[config.mk]
export PLATFORM = sky130hd
export DESIGN_NAME = moore_seq_gen
export DESIGN_NICKNAME = d
export VERILOG_FILES = /design/src/rtl/moore_seq_gen.sv
export SDC_FILE = /design/constraint.sdc
export NUM_CORES = 1
export LEC_CHECK = 0
export ABC_AREA = 1
export BUFFER_PORTS_ARGS = -buffer_cell sky130_fd_sc_hd__buf_2
export CAP_MARGIN = 20
export CORE_MARGIN = 1.5
export CORE_UTILIZATION = 59
export CTS_CLUSTER_SIZE = 8
export DETAILED_ROUTE_END_ITERATION = 7
export PLACE_DENSITY = 0.79
export SLEW_MARGIN = 10
export SYNTH_ARGS = -nofsm -noshare
export SYNTH_HDL_FRONTEND = slang
export SYNTH_SLANG_ARGS = --single-unit
[constraint.sdc]
create_clock -name clk -period 2.3 [get_ports clk]
set_input_delay 0.115 -clock clk [delete_from_list [all_inputs] [get_ports clk]]
set_output_delay 0.115 -clock clk [all_outputs]
set_load 0.005 [all_outputs]
[src/rtl/moore_seq_gen.sv]
// Serial pattern transmitter: shifts a latched pattern out MSB-first,
// repeating it rpt+1 times with gap idle cycles between copies.
module moore_seq_gen #(
    parameter int             WIDTH   = 4,
    parameter int             RPT_W   = 4,
    parameter int             GAP_W   = 4,
    parameter logic [WIDTH-1:0] DEF_PAT = 4'b1011
) (
    input  logic             clk,
    input  logic             rst,
    input  logic             start,
    input  logic             use_def,
    input  logic [WIDTH-1:0] pattern,
    input  logic [RPT_W-1:0] rpt,
    input  logic [GAP_W-1:0] gap,
    output logic             out,
    output logic             valid,
    output logic             busy,
    output logic             done
);

    localparam int IW = $clog2(WIDTH);
    localparam logic [IW-1:0] LAST = IW'(WIDTH - 1);

    typedef enum logic [1:0] {
        IDLE,
        SHIFT,
        GAP,
        DONE
    } state_t;

    state_t           state, state_n;
    logic [WIDTH-1:0] sel_pat, sel_n;
    logic [IW-1:0]    bit_idx, idx_n;
    logic [RPT_W-1:0] rpt_left, rpt_n;
    logic [GAP_W-1:0] gap_len, glen_n;
    logic [GAP_W-1:0] gap_cnt, gcnt_n;
    logic             out_n, valid_n, busy_n, done_n;

    always_comb begin
        state_n = state;
        sel_n   = sel_pat;
        idx_n   = bit_idx;
        rpt_n   = rpt_left;
        glen_n  = gap_len;
        gcnt_n  = gap_cnt;
        unique case (state)
            IDLE: begin
                if (start) begin
                    sel_n   = use_def ? DEF_PAT : pattern;
                    rpt_n   = rpt;
                    glen_n  = gap;
                    idx_n   = LAST;
                    state_n = SHIFT;
                end
            end
            SHIFT: begin
                if (bit_idx != '0) begin
                    idx_n = bit_idx - IW'(1);
                end else if (rpt_left != '0) begin
                    rpt_n = rpt_left - RPT_W'(1);
                    idx_n = LAST;
                    if (gap_len != '0) begin
                        gcnt_n  = gap_len - GAP_W'(1);
                        state_n = GAP;
                    end
                end else begin
                    state_n = DONE;
                end
            end
            GAP: begin
                if (gap_cnt == '0) state_n = SHIFT;
                else gcnt_n = gap_cnt - GAP_W'(1);
            end
            DONE: state_n = IDLE;
            default: state_n = IDLE;
        endcase
    end

    // Outputs are decoded from the next state so they register in step with it.
    always_comb begin
        valid_n = (state_n == SHIFT);
        out_n   = valid_n & sel_n[idx_n];
        busy_n  = (state_n != IDLE);
        done_n  = (state_n == DONE);
    end

    always_ff @(posedge clk) begin
        if (rst) begin
            state    <= IDLE;
            sel_pat  <= '0;
            bit_idx  <= '0;
            rpt_left <= '0;
            gap_len  <= '0;
            gap_cnt  <= '0;
            out      <= 1'b0;
            valid    <= 1'b0;
            busy     <= 1'b0;
            done     <= 1'b0;
        end else begin
            state    <= state_n;
            sel_pat  <= sel_n;
            bit_idx  <= idx_n;
            rpt_left <= rpt_n;
            gap_len  <= glen_n;
            gap_cnt  <= gcnt_n;
            out      <= out_n;
            valid    <= valid_n;
            busy     <= busy_n;
            done     <= done_n;
        end
    end

endmodule

==> results of run 1 <==
-- layout make-up --
type	instances	area (sq um)	share of cell area (%)
clock inverters	1	30.0	2.09
well taps	27	33.8	2.35
repair buffers	19	95.1	6.60
flip-flops and latches	24	480	33.4
clock buffers	3	22.5	1.56
inverters	25	93.8	6.52
multi-input cells	142	684	47.5
-- layout by cell type (no fill, tap or decap), drive strengths merged --
cell | Yosys | layout
a211oi | 1 | 1
a21oi | 9 | 9
and2 | 1 | 1
buf | 3 | 19
bufinv | 0 | 1
clkbuf | 1 | 3
dfxtp | 24 | 24
ha | 3 | 3
inv | 25 | 25
nand2 | 54 | 54
nand3 | 17 | 17
nand4 | 3 | 3
nor2 | 32 | 32
o21ai | 19 | 19
or2 | 1 | 1
xnor2 | 1 | 1
xor2 | 1 | 1
-- per-layer routing --
| metal | part of all wire [%] | up-vias | wire (um) |
|---|---|---|---|
| li1 | - | 652 | - |
| met3 | 3.9 | 6 | 98 |
| met2 | 50 | 32 | 1240 |
| met5 | 0 | - | 0 |
| met1 | 45 | 561 | 1120 |
| met4 | 1.4 | 0 | 36 |
-- flip-flops by register name, summed over array words and instances (netlist names), 2 cells and up --
signal    flops
bit_idx       2
gap_cnt       4
gap_len       4
rpt_left      4
sel_pat       4
state         2
-- logic make-up after synthesis --
family | synth area share, %
buf+inv | 9.61
flops | 37.3
fa+ha+maj | 2.91
simple gates | 36.8
xor+xnor | 1.36
compound gates | 12.0
-- through the flow --
stage | util, % | std cells | instance area, sq um | worst slack, ns | hold WS (ns)
after floorplan | - | 195 | 1290 | 0.891 | 0.259
after global placement | 69.3 | 237 | 1390 | 0.825 | 0.355
after detailed placement | 69.3 | 237 | 1390 | 0.754 | 0.385
after CTS | 71.9 | 241 | 1440 | 0.730 | 0.0508
after global routing | 71.9 | 241 | 1440 | 0.571 | 0.0606
final | 71.9 | 241 | 1440 | 0.741 | 0.0499
-- worst max path at each step --
stage / cells after the start / to / slack [ns] / startpoint
after CTS: 8 / gap_cnt[2] / 0.73 / state[0]
after global placement: 8 / gap_cnt[2] / 0.82 / state[0]
final: 8 / gap_cnt[2] / 0.74 / state[0]
after floorplan: 8 / gap_cnt[2] / 0.89 / state[0]
after detailed placement: 8 / gap_cnt[2] / 0.75 / state[0]
after global routing: 8 / gap_cnt[2] / 0.57 / state[0]
-- power breakdown --
group          leakage, uW  internal, uW  total [uW]  switching (uW)
Combinational     0.000500           220         588             368
Clock            0.0000279           176         307             131
Sequential        0.000198           505         570            64.6
Total             0.000726           901        1460             564
-- critical path, cell delays in order (launching register included) --
cell and delay [ns]:
sky130_fd_sc_hd__dfxtp_1 0.55, sky130_fd_sc_hd__inv_1 0.10, sky130_fd_sc_hd__nand2_1 0.16, sky130_fd_sc_hd__nand2_1 0.09, sky130_fd_sc_hd__o21ai_2 0.09, sky130_fd_sc_hd__ha_1 0.19, sky130_fd_sc_hd__xor2_1 0.13, sky130_fd_sc_hd__and2_1 0.13
sky130_fd_sc_hd__nor2_1 0.04
==> impl_metrics.tcl, run 1 <==
set metrics [dict create \
    result_of_the_run "finished, final reports clean" \
    ir_drop_uv 626 \
    critical_path.max_fanout 5 \
    startpoint_type "flip-flop" \
    insertedDiodeCount 0 \
    setup_viol_count_final 0 \
    drtAntennaViolNets 0 \
    post-cts-setup-buffer-count 0 \
    tns_ns 0 \
    rows 16 \
    placement.io_buffers 19 \
    postSynthAreaPerCell_sq_um 6.61 \
    cp.arrival_ns 1.78 \
    rr_endpoint "gap_cnt[2]" \
    initialDrtViolationCount 21 \
    gr-usage-met1_pct 27.1 \
    clk_root_buffer_cell "sky130_fd_sc_hd__clkbuf_4" \
    timing.slew.headroom_pct 76.8 \
    critical_path_required_ns 2.53 \
    min_path_type "in -> reg" \
    worst_setup_hold_path_clk_slew_ns 0.13 \
    worst_clock_skew_ns 0.000507 \
    static-leakage-power_uw 0.000726 \
    drive_above_1_share_pct 15.4 \
    groute.usage.overall_pct 23.1 \
    avgViaCountPerCell 5.19 \
    worstSkewPairLatency_ns 0.31 \
    die-area_sq_um 2470 \
    final.min_clock_period_ns 1.56 \
    antenna_found_initial 0 \
    cell_area_after_synthesis_sq_um 1290 \
    power_density_nw_per_um2 1020 \
    max_slew.worst_pin.slew_ns 0.348 \
    detail_route.wirelength_mm 2.50 \
    global_route.usage.met3_pct 3.03 \
    route.detailed.drc 0 \
    numCtsBuffers 3 \
    drt-pass1-iter-count 4 \
    cts_max_level 1 \
    cts_hold_buf 0 \
    share_of_flip_flops_with_an_asynchronous_set_or_reset_after_synthesis_pct 0 \
    io_pins 20 \
    post_synth_inst_count 195 \
    synth.distinct_cells 24 \
    netlist_top_cells_area "sky130_fd_sc_hd__dfxtp_1 (37%), sky130_fd_sc_hd__nand2_1 (15%), sky130_fd_sc_hd__nor2_1 (8.7%)" \
    rr_worst_depth 8 \
    synth.largest_area_cell "sky130_fd_sc_hd__dfxtp_1" \
    synth_top_area_share_pct 37.3 \
    synth_nets 214 \
    gr-usage-met2_pct 41.3 \
    fp.coreArea_sq_um 2000 \
    timing_max_transition_violations_final 0 \
    max_clock_freq_mhz 641 \
    fin_nets 234 \
    cp_capture_type "flip-flop" \
    synth-edff-count 0 \
    holdCritStartpoint "gap[3]" \
    starting_density_of_the_core_pct 64.4 \
    yosys_register_bits 24 \
    worst_hold_path_depth 3 \
    drt-wirelength-per-cell_um 10.4 \
    synth_top_cells_by_count "sky130_fd_sc_hd__nand2_1 (50), sky130_fd_sc_hd__nor2_1 (30), sky130_fd_sc_hd__dfxtp_1 (24), sky130_fd_sc_hd__inv_1 (24)" \
    synth-seq-area-share_pct 37.3 \
    grt_first_pass_wirelength_mm 4.47 \
    worstHoldEndpoint "gap_len[3]" \
    hold_viol 0 \
    yosysMostFrequentCell "sky130_fd_sc_hd__nand2_1" \
    routing_layer_with_the_top_usage_in_global_route "met2" \
    cts.sink_count 24 \
    rr_startpoint "state[0]" \
    yosysWarnings 0 \
    post-route-period-util_pct 67.8 \
    cts_max_path_buffers 2 \
    tritoncts "built" \
    fillerInstances 174 \
    die_height_um 49.7 \
    globalRouteOverflowTotal 0 \
    post-layout-total-power_uw 1460 \
    dr_total_vias 1251 \
    rrSetupSlack_ns 0.74 \
    ctsResizeCount 0 \
    critical_path_class "reg -> reg" \
    via_count_of_the_first_global_routing_pass 1158 \
    rsz0062_at_grt "false" \
    postSynth.topFlopCell "sky130_fd_sc_hd__dfxtp_1" \
    dp.final_hpwl_mm 1.93 \
    die-width_um 49.7 \
    grt_start_max_net_pins 15 \
    signed_area_change_from_the_synthesized_netlist_to_the_final_layout_pct 11.7 \
    maxCapViolations 0 \
    globalplace.congestion 0.839 \
]
(Power assumes the default switching activity.)
==> inputs of run 2 (changes only) <==
--- a/config.mk
+++ b/config.mk
@@ -9,10 +9,10 @@
 export BUFFER_PORTS_ARGS = -buffer_cell sky130_fd_sc_hd__buf_2
 export CAP_MARGIN = 20
 export CORE_MARGIN = 1.5
-export CORE_UTILIZATION = 59
+export CORE_UTILIZATION = 50
 export CTS_CLUSTER_SIZE = 8
 export DETAILED_ROUTE_END_ITERATION = 7
-export PLACE_DENSITY = 0.79
+export PLACE_DENSITY = 0.71
 export SLEW_MARGIN = 10
 export SYNTH_ARGS = -nofsm -noshare
 export SYNTH_HDL_FRONTEND = slang
==> constraint.sdc (replaced) <==
create_clock -name clk -period 1.4 [get_ports clk]
set_input_delay 0.07 -clock clk [delete_from_list [all_inputs] [get_ports clk]]
set_output_delay 0.07 -clock clk [all_outputs]
set_load 0.005 [all_outputs]
==> impl_metrics.tcl, run 2 (same netlist as run 1, synthesis figures left out) <==
set metrics [dict create \
    max_clock_freq_mhz 747 \
    hold_viol 0 \
    critPathMaxStageDelay_ns 0.39 \
    timing.slew.headroom_pct 78.1 \
    groute.usage.overall_pct 22.4 \
    holdWs_ns 0.00471 \
    rrSetupSlack_ns 0.06 \
    worstPathCellList "buf_4, nor2_4, nand2_4, o21ai_2, nand2_2, o21ai_0, a21oi_1" \
    die-width_um 53.8 \
    drt-wirelength-per-cell_um 11.2 \
    final_cells 256 \
    critical_path_class "reg -> reg" \
    multi_input_comb_area_sq_um 724 \
    area_taken_by_flip_flops_and_latches_sq_um 489 \
    setup_ws_ns 0.0607 \
    detail_route.wirelength_mm 2.88 \
    numCtsBuffers 3 \
    die-area_sq_um 2890 \
    drtAntennaViolNets 0 \
    min_path_type "in -> reg" \
    starting_density_of_the_core_pct 52.5 \
    drive_above_1_share_pct 26.1 \
    avgViaCountPerCell 5.09 \
    final_common_cell "sky130_fd_sc_hd__nand2_1" \
    max_slew.worst_pin.slew_ns 0.328 \
    cts_max_path_buffers 2 \
    critical_path_required_ns 1.63 \
    power_density_nw_per_um2 1590 \
    grt_start_max_net_pins 14 \
    post-route-period-util_pct 95.7 \
    cp_capture_type "flip-flop" \
    cp.arrival_ns 1.57 \
    grt_first_pass_wirelength_mm 4.66 \
    fillerInstances 231 \
    post-place-ws_ns -0.0206 \
    setup_viol_count_final 0 \
    fin_nets 246 \
    final_util_pct 64.3 \
    worst_hold_path_depth 3 \
    dr_total_vias 1303 \
    rr_endpoint "rpt_left[1]" \
    maxCapViolations 0 \
    critical_path.max_fanout 9 \
    fp.coreArea_sq_um 2450 \
    insertedDiodeCount 0 \
    io_pins 20 \
    antenna_found_initial 0 \
    worstHoldEndpoint "gap_len[3]" \
    placement.io_buffers 19 \
    static-leakage-power_uw 0.000779 \
    final.min_clock_period_ns 1.34 \
    post-layout-total-power_uw 2510 \
    ir_drop_uv 905 \
    worst_setup_hold_path_clk_slew_ns 0.14 \
    route.detailed.drc 0 \
    drt-pass1-iter-count 4 \
    globalRouteOverflowTotal 0 \
    worstSkewPairLatency_ns 0.32 \
    die_height_um 53.8 \
    via_count_of_the_first_global_routing_pass 1172 \
    rsz0062_at_grt "true" \
    critical-path-slowest-cell "sky130_fd_sc_hd__dfxtp_4" \
    dp.final_hpwl_mm 2.09 \
    timing_max_transition_violations_final 0 \
    rr_worst_depth 7 \
    layout.cells.most_common_list "sky130_fd_sc_hd__nand2_1 (46), sky130_fd_sc_hd__nor2_1 (29), sky130_fd_sc_hd__dfxtp_1 (21)" \
    rr_startpoint "state[1]" \
    startpoint_type "flip-flop" \
    initialDrtViolationCount 44 \
    result_of_the_run "finished, final reports clean" \
    place.detailed.instances 246 \
    cts.sink_count 24 \
    clk_root_buffer_cell "sky130_fd_sc_hd__clkbuf_4" \
    holdCritStartpoint "gap[3]" \
    cts_max_level 1 \
    worst_clock_skew_ns 0.00261 \
    rows 18 \
    tritoncts "built" \
    signed_area_change_from_the_synthesized_netlist_to_the_final_layout_pct 22.4 \
    globalplace.congestion 0.879 \
]
-- run 2: routing by layer --
metal	vias up	GRT usage, %	wire (um)
li1	676	-	-
met1	579	26.2	1260
met2	35	39.4	1410
met3	13	2.78	121
met4	0	12.0	86
met5	-	0	0
-- run 2: area by class of cell --
type	count	share of cell area, %
timing repair buffer	31	12.5
sequential	24	31.0
multi-input combinational	142	45.9
tap	30	2.38
clock buffer	4	2.30
inverter	25	5.95
-- run 2: where the power goes --
part	switching [uW]	total, uW	internal, uW
combinational	686	1180	492
sequential	107	944	837
clock	228	387	159
-- run 2: worst max-delay path by stage --
stage,from,endpoint,cells past startpoint
2_1_floorplan,state[1],gap_cnt[2],7
3_3_place_gp,state[1],rpt_left[2],7
3_5_place_dp,state[1],rpt_left[2],8
4_1_cts,state[0],gap_cnt[2],8
5_1_grt,state[1],rpt_left[2],8
6_report,state[1],rpt_left[1],7
-- run 2: critical path: cells and delay by family (launching register included) --
kind | cells | cell delay (ns)
and+or+nand+nor | 3 | 0.39
buffers and inverters | 1 | 0.14
DFF | 1 | 0.39
AOI/OAI and AO/OA | 3 | 0.34
-- run 2: per-stage QoR --
step	setup TNS, ns	instance area [sq um]
detailed placement	-0.0346	1440
CTS	0	1510
floorplan	0	1290
global placement	0	1440
global route	-0.0284	1580
finish	0	1580
-- run 2: repair_timing --
action,4_1_cts,5_1_grt
hold endpoints to repair,3,0
setup endpoints to repair,3,10
pin swaps,1,8
gates resized for setup,3,20
hold buffers,3,0
setup buffers,0,3
